--- config.mk ---
export PLATFORM = sky130hd
export DESIGN_NAME = led_pattern_drv
export DESIGN_NICKNAME = d
export VERILOG_FILES = /design/src/rtl/led_pattern_drv.sv
export SDC_FILE = /design/constraint.sdc
export NUM_CORES = 1
export LEC_CHECK = 0
export BUFFER_PORTS_ARGS = -buffer_cell sky130_fd_sc_hd__buf_2
export CORE_ASPECT_RATIO = 0.7
export CORE_UTILIZATION = 55
export DETAILED_ROUTE_END_ITERATION = 12
export PLACE_DENSITY = 0.83
export SYNTH_ARGS = -nofsm -noshare
export SYNTH_HDL_FRONTEND = slang
export SYNTH_SLANG_ARGS = --single-unit
--- constraint.sdc ---
create_clock -name sys_clk -period 5.4 [get_ports sys_clk]
set_clock_uncertainty 0.2 [all_clocks]
set_input_delay 0.54 -clock sys_clk [delete_from_list [all_inputs] [get_ports sys_clk]]
set_output_delay 0.54 -clock sys_clk [all_outputs]
set_load 0.1 [all_outputs]
--- src/rtl/led_pattern_drv.sv ---
// led_pattern_drv: four-channel LED mode driver.
// Each key_pos[n] pulse steps channel n through OFF -> ON -> BLINK -> (BREATHE) -> OFF.
// The 1 ms tick, blink phase and breathe PWM are shared by all channels and run freely.
// Optional feature macro: LED_BREATHE_EN adds the BREATHE mode with its PWM/duty logic.
// Without it, channels cycle OFF -> ON -> BLINK -> OFF.
module led_pattern_drv #(
   parameter int unsigned CLK_FREQ      = 50_000_000,
   parameter int unsigned BLINK_HALF_MS = 250
) (
   input  logic       sys_clk,
   input  logic       sys_rst_n,
   input  logic [3:0] key_pos,
   output logic [7:0] led,
   output logic [7:0] mode
);

   localparam int unsigned TICK_CYC   = ((CLK_FREQ / 1000) > 0) ? (CLK_FREQ / 1000) : 1;
   localparam int unsigned PW         = (TICK_CYC > 1) ? $clog2(TICK_CYC) : 1;
   localparam int unsigned HALF       = (BLINK_HALF_MS > 0) ? BLINK_HALF_MS : 1;
   localparam int unsigned BW         = (HALF > 1) ? $clog2(HALF) : 1;
   localparam logic [PW-1:0] PRESC_LAST = PW'(TICK_CYC - 1);
   localparam logic [BW-1:0] BLINK_LAST = BW'(HALF - 1);

   typedef enum logic [1:0] {
      MODE_OFF     = 2'd0,
      MODE_ON      = 2'd1,
      MODE_BLINK   = 2'd2,
      MODE_BREATHE = 2'd3
   } mode_e;

   // Next mode in the per-channel ring; the ring is shorter without breathe.
   function automatic mode_e next_mode(input mode_e cur);
      mode_e nxt;
      case (cur)
         MODE_OFF:     nxt = MODE_ON;
         MODE_ON:      nxt = MODE_BLINK;
`ifdef LED_BREATHE_EN
         MODE_BLINK:   nxt = MODE_BREATHE;
         MODE_BREATHE: nxt = MODE_OFF;
`else
         MODE_BLINK:   nxt = MODE_OFF;
`endif
         default:      nxt = MODE_OFF;
      endcase
      return nxt;
   endfunction

   logic [PW-1:0] presc_q, presc_d;
   logic          tick_s;
   logic [BW-1:0] blink_cnt_q, blink_cnt_d;
   logic          phase_q, phase_d;
   mode_e         mode_q [4];
   mode_e         mode_d [4];
   logic [7:0]    led_q, led_d;
   logic [3:0]    lit_s;
   logic [3:0]    active_s;

   assign tick_s = (presc_q == PRESC_LAST);

   // Prescaler wraps every TICK_CYC cycles; the tick fires on its last count.
   always_comb begin
      presc_d = presc_q;
      if (tick_s) begin
         presc_d = {PW{1'b0}};
      end else begin
         presc_d = presc_q + PW'(1);
      end
   end

   // Shared blink counter: counts ticks, toggles the phase on each wrap.
   always_comb begin
      blink_cnt_d = blink_cnt_q;
      phase_d     = phase_q;
      if (tick_s) begin
         if (blink_cnt_q == BLINK_LAST) begin
            blink_cnt_d = {BW{1'b0}};
            phase_d     = ~phase_q;
         end else begin
            blink_cnt_d = blink_cnt_q + BW'(1);
            phase_d     = phase_q;
         end
      end else begin
         blink_cnt_d = blink_cnt_q;
         phase_d     = phase_q;
      end
   end

   // Each addressed channel advances one mode; channels are independent.
   always_comb begin
      for (int n = 0; n < 4; n++) begin
         mode_d[n] = mode_q[n];
         if (key_pos[n]) begin
            mode_d[n] = next_mode(mode_q[n]);
         end else begin
            mode_d[n] = mode_q[n];
         end
      end
   end

`ifdef LED_BREATHE_EN
   logic [3:0] pwm_cnt_q, pwm_cnt_d;
   logic [3:0] wrap_cnt_q, wrap_cnt_d;
   logic [3:0] duty_q, duty_d;
   logic       duty_up_q, duty_up_d;

   // Breathe PWM: pwm_cnt steps per tick; duty walks a 0..15..0 triangle every 16 pwm wraps.
   always_comb begin
      pwm_cnt_d  = pwm_cnt_q;
      wrap_cnt_d = wrap_cnt_q;
      duty_d     = duty_q;
      duty_up_d  = duty_up_q;
      if (tick_s) begin
         pwm_cnt_d = pwm_cnt_q + 4'd1;
         if (pwm_cnt_q == 4'd15) begin
            wrap_cnt_d = wrap_cnt_q + 4'd1;
            if (wrap_cnt_q == 4'd15) begin
               if (duty_up_q) begin
                  if (duty_q == 4'd15) begin
                     duty_d    = 4'd14;
                     duty_up_d = 1'b0;
                  end else begin
                     duty_d    = duty_q + 4'd1;
                     duty_up_d = 1'b1;
                  end
               end else begin
                  if (duty_q == 4'd0) begin
                     duty_d    = 4'd1;
                     duty_up_d = 1'b1;
                  end else begin
                     duty_d    = duty_q - 4'd1;
                     duty_up_d = 1'b0;
                  end
               end
            end else begin
               duty_d    = duty_q;
               duty_up_d = duty_up_q;
            end
         end else begin
            wrap_cnt_d = wrap_cnt_q;
         end
      end else begin
         pwm_cnt_d = pwm_cnt_q;
      end
   end

   // Breathe state registers; direction starts upward out of reset.
   always_ff @(posedge sys_clk or negedge sys_rst_n) begin
      if (!sys_rst_n) begin
         pwm_cnt_q  <= 4'd0;
         wrap_cnt_q <= 4'd0;
         duty_q     <= 4'd0;
         duty_up_q  <= 1'b1;
      end else begin
         pwm_cnt_q  <= pwm_cnt_d;
         wrap_cnt_q <= wrap_cnt_d;
         duty_q     <= duty_d;
         duty_up_q  <= duty_up_d;
      end
   end
`endif

   // LED image from the registered modes: low nibble lights, high nibble marks non-OFF.
   always_comb begin
      lit_s    = 4'b0000;
      active_s = 4'b0000;
      for (int n = 0; n < 4; n++) begin
         case (mode_q[n])
            MODE_OFF:     lit_s[n] = 1'b0;
            MODE_ON:      lit_s[n] = 1'b1;
            MODE_BLINK:   lit_s[n] = phase_q;
`ifdef LED_BREATHE_EN
            MODE_BREATHE: lit_s[n] = (pwm_cnt_q < duty_q);
`endif
            default:      lit_s[n] = 1'b0;
         endcase
         active_s[n] = (mode_q[n] != MODE_OFF);
      end
      led_d = {~active_s, ~lit_s};
   end

   // Main state: prescaler, blink phase, channel modes and the registered LED image.
   always_ff @(posedge sys_clk or negedge sys_rst_n) begin
      if (!sys_rst_n) begin
         presc_q     <= {PW{1'b0}};
         blink_cnt_q <= {BW{1'b0}};
         phase_q     <= 1'b0;
         led_q       <= 8'hFF;
         for (int n = 0; n < 4; n++) begin
            mode_q[n] <= MODE_OFF;
         end
      end else begin
         presc_q     <= presc_d;
         blink_cnt_q <= blink_cnt_d;
         phase_q     <= phase_d;
         led_q       <= led_d;
         for (int n = 0; n < 4; n++) begin
            mode_q[n] <= mode_d[n];
         end
      end
   end

   assign led  = led_q;
   assign mode = {mode_q[3], mode_q[2], mode_q[1], mode_q[0]};

endmodule

==> flow_summary.rst <==
.. list-table::
   :header-rows: 1

   * - Metric
     - Value
   * - Number of buffers added by the clock tree synthesis step
     - 5
   * - Routed wire length
     - 3553 µm
   * - Total area of multi-input combinational cells
     - 942.2 µm²
   * - Leak
     - 0.001085 µW
   * - Post-synthesis cell area
     - 2039 µm²
   * - Net count after synthesis
     - 208
   * - Timing-limited maximum frequency
     - 360.2 MHz
   * - CP Class
     - reg -> reg
   * - Final setup violating endpoints
     - 0
   * - Drt pass-1 iters
     - 4
   * - Final hold slack
     - 0.1524 ns
   * - Crit Reg-Reg Startpoint
     - presc_q[5]$_DFF_PN0_
   * - Gate count after technology mapping
     - 183
   * - Clock latency on the worst-skew pair
     - 0.30 ns
   * - Required time at the endpoint of the critical path
     - 5.39 ns
   * - Pin count of the biggest net entering global routing
     - 42
   * - Placed wire-length estimate
     - 2512 µm
   * - Layout Nets
     - 233
   * - Critical Path Start
     - presc_q[5]$_DFF_PN0_
   * - Total count of hold-check failures in the final report
     - 0
   * - Cell at the root of the clock tree
     - sky130_fd_sc_hd__clkbuf_8
   * - Site Rows
     - 18
   * - Vias per cell
     - 5.317
   * - Number of levels the H-tree was split into
     - 2
   * - DR vias
     - 1,377
   * - Startpoint type of the worst setup path
     - flop
   * - Setup repair after global routing missed its margin
     - false
   * - Core Box Area
     - 3536 µm²
   * - CP Max Fanout
     - 19
   * - Cell area reported after detailed placement
     - 2187 µm²
   * - # clock sinks
     - 41
   * - Total of cells resized after clock tree synthesis
     - 0
   * - Buffers inserted during post-CTS setup optimization
     - 0
   * - Max-cap viol count
     - 0
   * - Total negative slack for setup checks
     - 0 ns
   * - Run status
     - complete, no violations
   * - Final Critical Period
     - 2.777 ns
   * - Synth-to-layout area growth
     - 12.21%
   * - Horizontal extent of the die
     - 74.78 µm
   * - Mapped Avg Cell Area
     - 11.14 µm²
   * - Tightest Pin Transition
     - 0.9802 ns
   * - Terminus of the critical flop-to-flop path
     - blink_cnt_q[6]$_DFFE_PN0N_
   * - Number of max-slew violations in the final report
     - 0
   * - Global placer's final weighted congestion
     - 0.8036
   * - Sequential-to-total area share from yosys stat
     - 50.80%
   * - Iteration-0 DRC count of the detailed router
     - 89
   * - Count of flip-flops with a built-in enable after synthesis
     - 0
   * - Wirelength per Cell
     - 13.72 µm
   * - First-pass GRT wire length
     - 5851 µm
   * - Initial cell density of the core
     - 57.68%
   * - Area used by sequential logic in the layout
     - 1036 µm²
   * - Most used flip-flop cell after synthesis
     - sky130_fd_sc_hd__dfrtp_1
   * - CTS tree
     - yes
   * - Global route overflow
     - 0
   * - Non-Filler Cell Area, Final
     - 2288 µm²
   * - Clock-pin slew of the registers on the worst-case setup and hold paths
     - 0.08 ns
   * - Ant. Diodes
     - 0
   * - Cts-stage hold buffer count
     - 0
   * - Fraction of layout instances using a drive strength above 1
     - 22.01%
   * - Layout filler cell count
     - 269
   * - Worst reg2reg path depth
     - 4
   * - CP Capture Type
     - flop
   * - P per Cell Area
     - 511.4 nW/µm²
   * - Post-route ant nets
     - 0
   * - Unique masters post-synth
     - 38
   * - Antenna violations before repair
     - 0
   * - Async SR Flop Fraction
     - 100.0%
   * - Chip height
     - 52.95 µm
   * - CTS max path bufs
     - 2
   * - Flip-flop and latch count after synthesis
     - 41
   * - CP arrival
     - 2.77 ns
   * - Worst min path class
     - in -> async
   * - Number of top-level design ports
     - 22
   * - Portion of the clock cycle consumed by the worst path in the final layout
     - 51.42%
   * - IR Drop Worst-Case VDD
     - 0.4775 mV
   * - Number of I/O port buffers
     - 21
   * - Minimum setup slack among reg-to-reg paths
     - 2.62 ns
   * - Relative slew slack
     - 34.16%
   * - Via count of the first global-routing pass
     - 1,287
   * - Die footprint
     - 3959 µm²
   * - Overall routing resource usage
     - 21.01%
   * - Count of synthesis-stage warnings from yosys
     - 0
   * - Remaining DRCs
     - 0
[sequential cells by signal, summed over array words and instances (netlist names)]
register,flops
mode,8
phase_q,1
presc_q,16
led,8
blink_cnt_q,8
[worst max-delay path: stages (launching register included)]
cell                      delay [ns]
sky130_fd_sc_hd__dfrtp_1        0.45
sky130_fd_sc_hd__or4b_2         0.72
sky130_fd_sc_hd__nor4_4         0.83
sky130_fd_sc_hd__o21ai_0        0.21
sky130_fd_sc_hd__a21bo_2        0.26
[power by group]
group          total, µW  switching, µW  internal [µW]
logic                545            467           78.4
registers            406           30.6            376
clock network        218            103            115
total               1170            601            570
[cell usage after synthesis, types with 2 or more instances]
cell type	number	area, µm²
sky130_fd_sc_hd__o21ai_2	2	17.52
sky130_fd_sc_hd__nand3b_1	2	15.01
sky130_fd_sc_hd__dfrtp_1	33	825.8
sky130_fd_sc_hd__dfstp_2	8	210.2
sky130_fd_sc_hd__or4bb_1	2	22.52
sky130_fd_sc_hd__and4_1	3	26.28
sky130_fd_sc_hd__or4_1	3	22.52
sky130_fd_sc_hd__nor2b_1	2	12.51
sky130_fd_sc_hd__and2_1	2	12.51
sky130_fd_sc_hd__nand2_1	16	60.06
sky130_fd_sc_hd__or3_1	3	18.77
sky130_fd_sc_hd__a21oi_1	4	20.02
sky130_fd_sc_hd__nor2_1	7	26.28
sky130_fd_sc_hd__inv_1	11	41.29
sky130_fd_sc_hd__and3_1	3	18.77
sky130_fd_sc_hd__ha_1	19	237.7
sky130_fd_sc_hd__nand4_1	6	37.54
sky130_fd_sc_hd__nand3_1	8	40.04
sky130_fd_sc_hd__o31ai_1	2	15.01
sky130_fd_sc_hd__mux2_2	2	22.52
sky130_fd_sc_hd__xnor2_1	7	61.31
sky130_fd_sc_hd__a21o_1	4	30.03
sky130_fd_sc_hd__o21ai_0	16	80.08
sky130_fd_sc_hd__xor2_1	4	35.03
[cell families (layout without fill, tap and decap cells)]
kind of cell,after synthesis,in the layout,synth area share [%]
muxes,2,2,1.104
xor gates and xnor gates,11,11,4.724
buffers and inverters,14,40,3.006
adders and majority gates,19,19,11.66
and+or+nand+nor,64,64,19.14
DFF,41,41,50.80
AOI/OAI and AO/OA,32,32,9.571
[worst max-delay path by stage]
stage,endpoint,slack (ns)
after floorplan,blink_cnt_q[0]$_DFFE_PN0N_,3.10
after global placement,blink_cnt_q[6]$_DFFE_PN0N_,2.67
after detailed placement,blink_cnt_q[6]$_DFFE_PN0N_,2.62
after CTS,blink_cnt_q[6]$_DFFE_PN0N_,2.61
after global routing,blink_cnt_q[6]$_DFFE_PN0N_,2.48
final,blink_cnt_q[6]$_DFFE_PN0N_,2.62
[through the flow]
stage                     utilization [%]  worst slack (ns)  power [µW]  instances
after global routing                64.72             2.483        1229        259
after detailed placement            61.85             2.619       960.7        251
final                               64.72             2.623        1170        259
after CTS                           64.72             2.612        1184        259
after floorplan                         -             3.099       878.7        183
after global placement              61.85             2.673       950.3        251
[final cells by class]
type | instances | share of cell area (%)
multi-input cells | 128 | 41.17
flip-flops and latches | 41 | 45.27
repair buffers | 21 | 4.593
clock buffers | 7 | 4.210
clock inverters | 1 | 0.2187
inverters | 11 | 1.804
well taps | 50 | 2.734
[placed cells by master, fill, tap and decap left out, drive strengths merged, types with 3 or more instances in the layout]
cell type,n
clkbuf,7
o21ai,18
xnor2,7
buf,21
nor2,7
a21o,4
dfstp,8
nand3,8
ha,19
or3,3
and4,4
xor2,4
dfrtp,33
or4,3
nand2,16
and3,3
nand4,6
inv,11
a21oi,4
[metal layers]
layer	share of wire, %	global-route usage [%]	up-vias
met2	42	29.73	30
met5	0	0	-
li1	-	-	692
met1	51	28.40	650
met4	2.1	9.434	0
met3	4.8	8.000	5
Power figures use the tool's default switching activity.
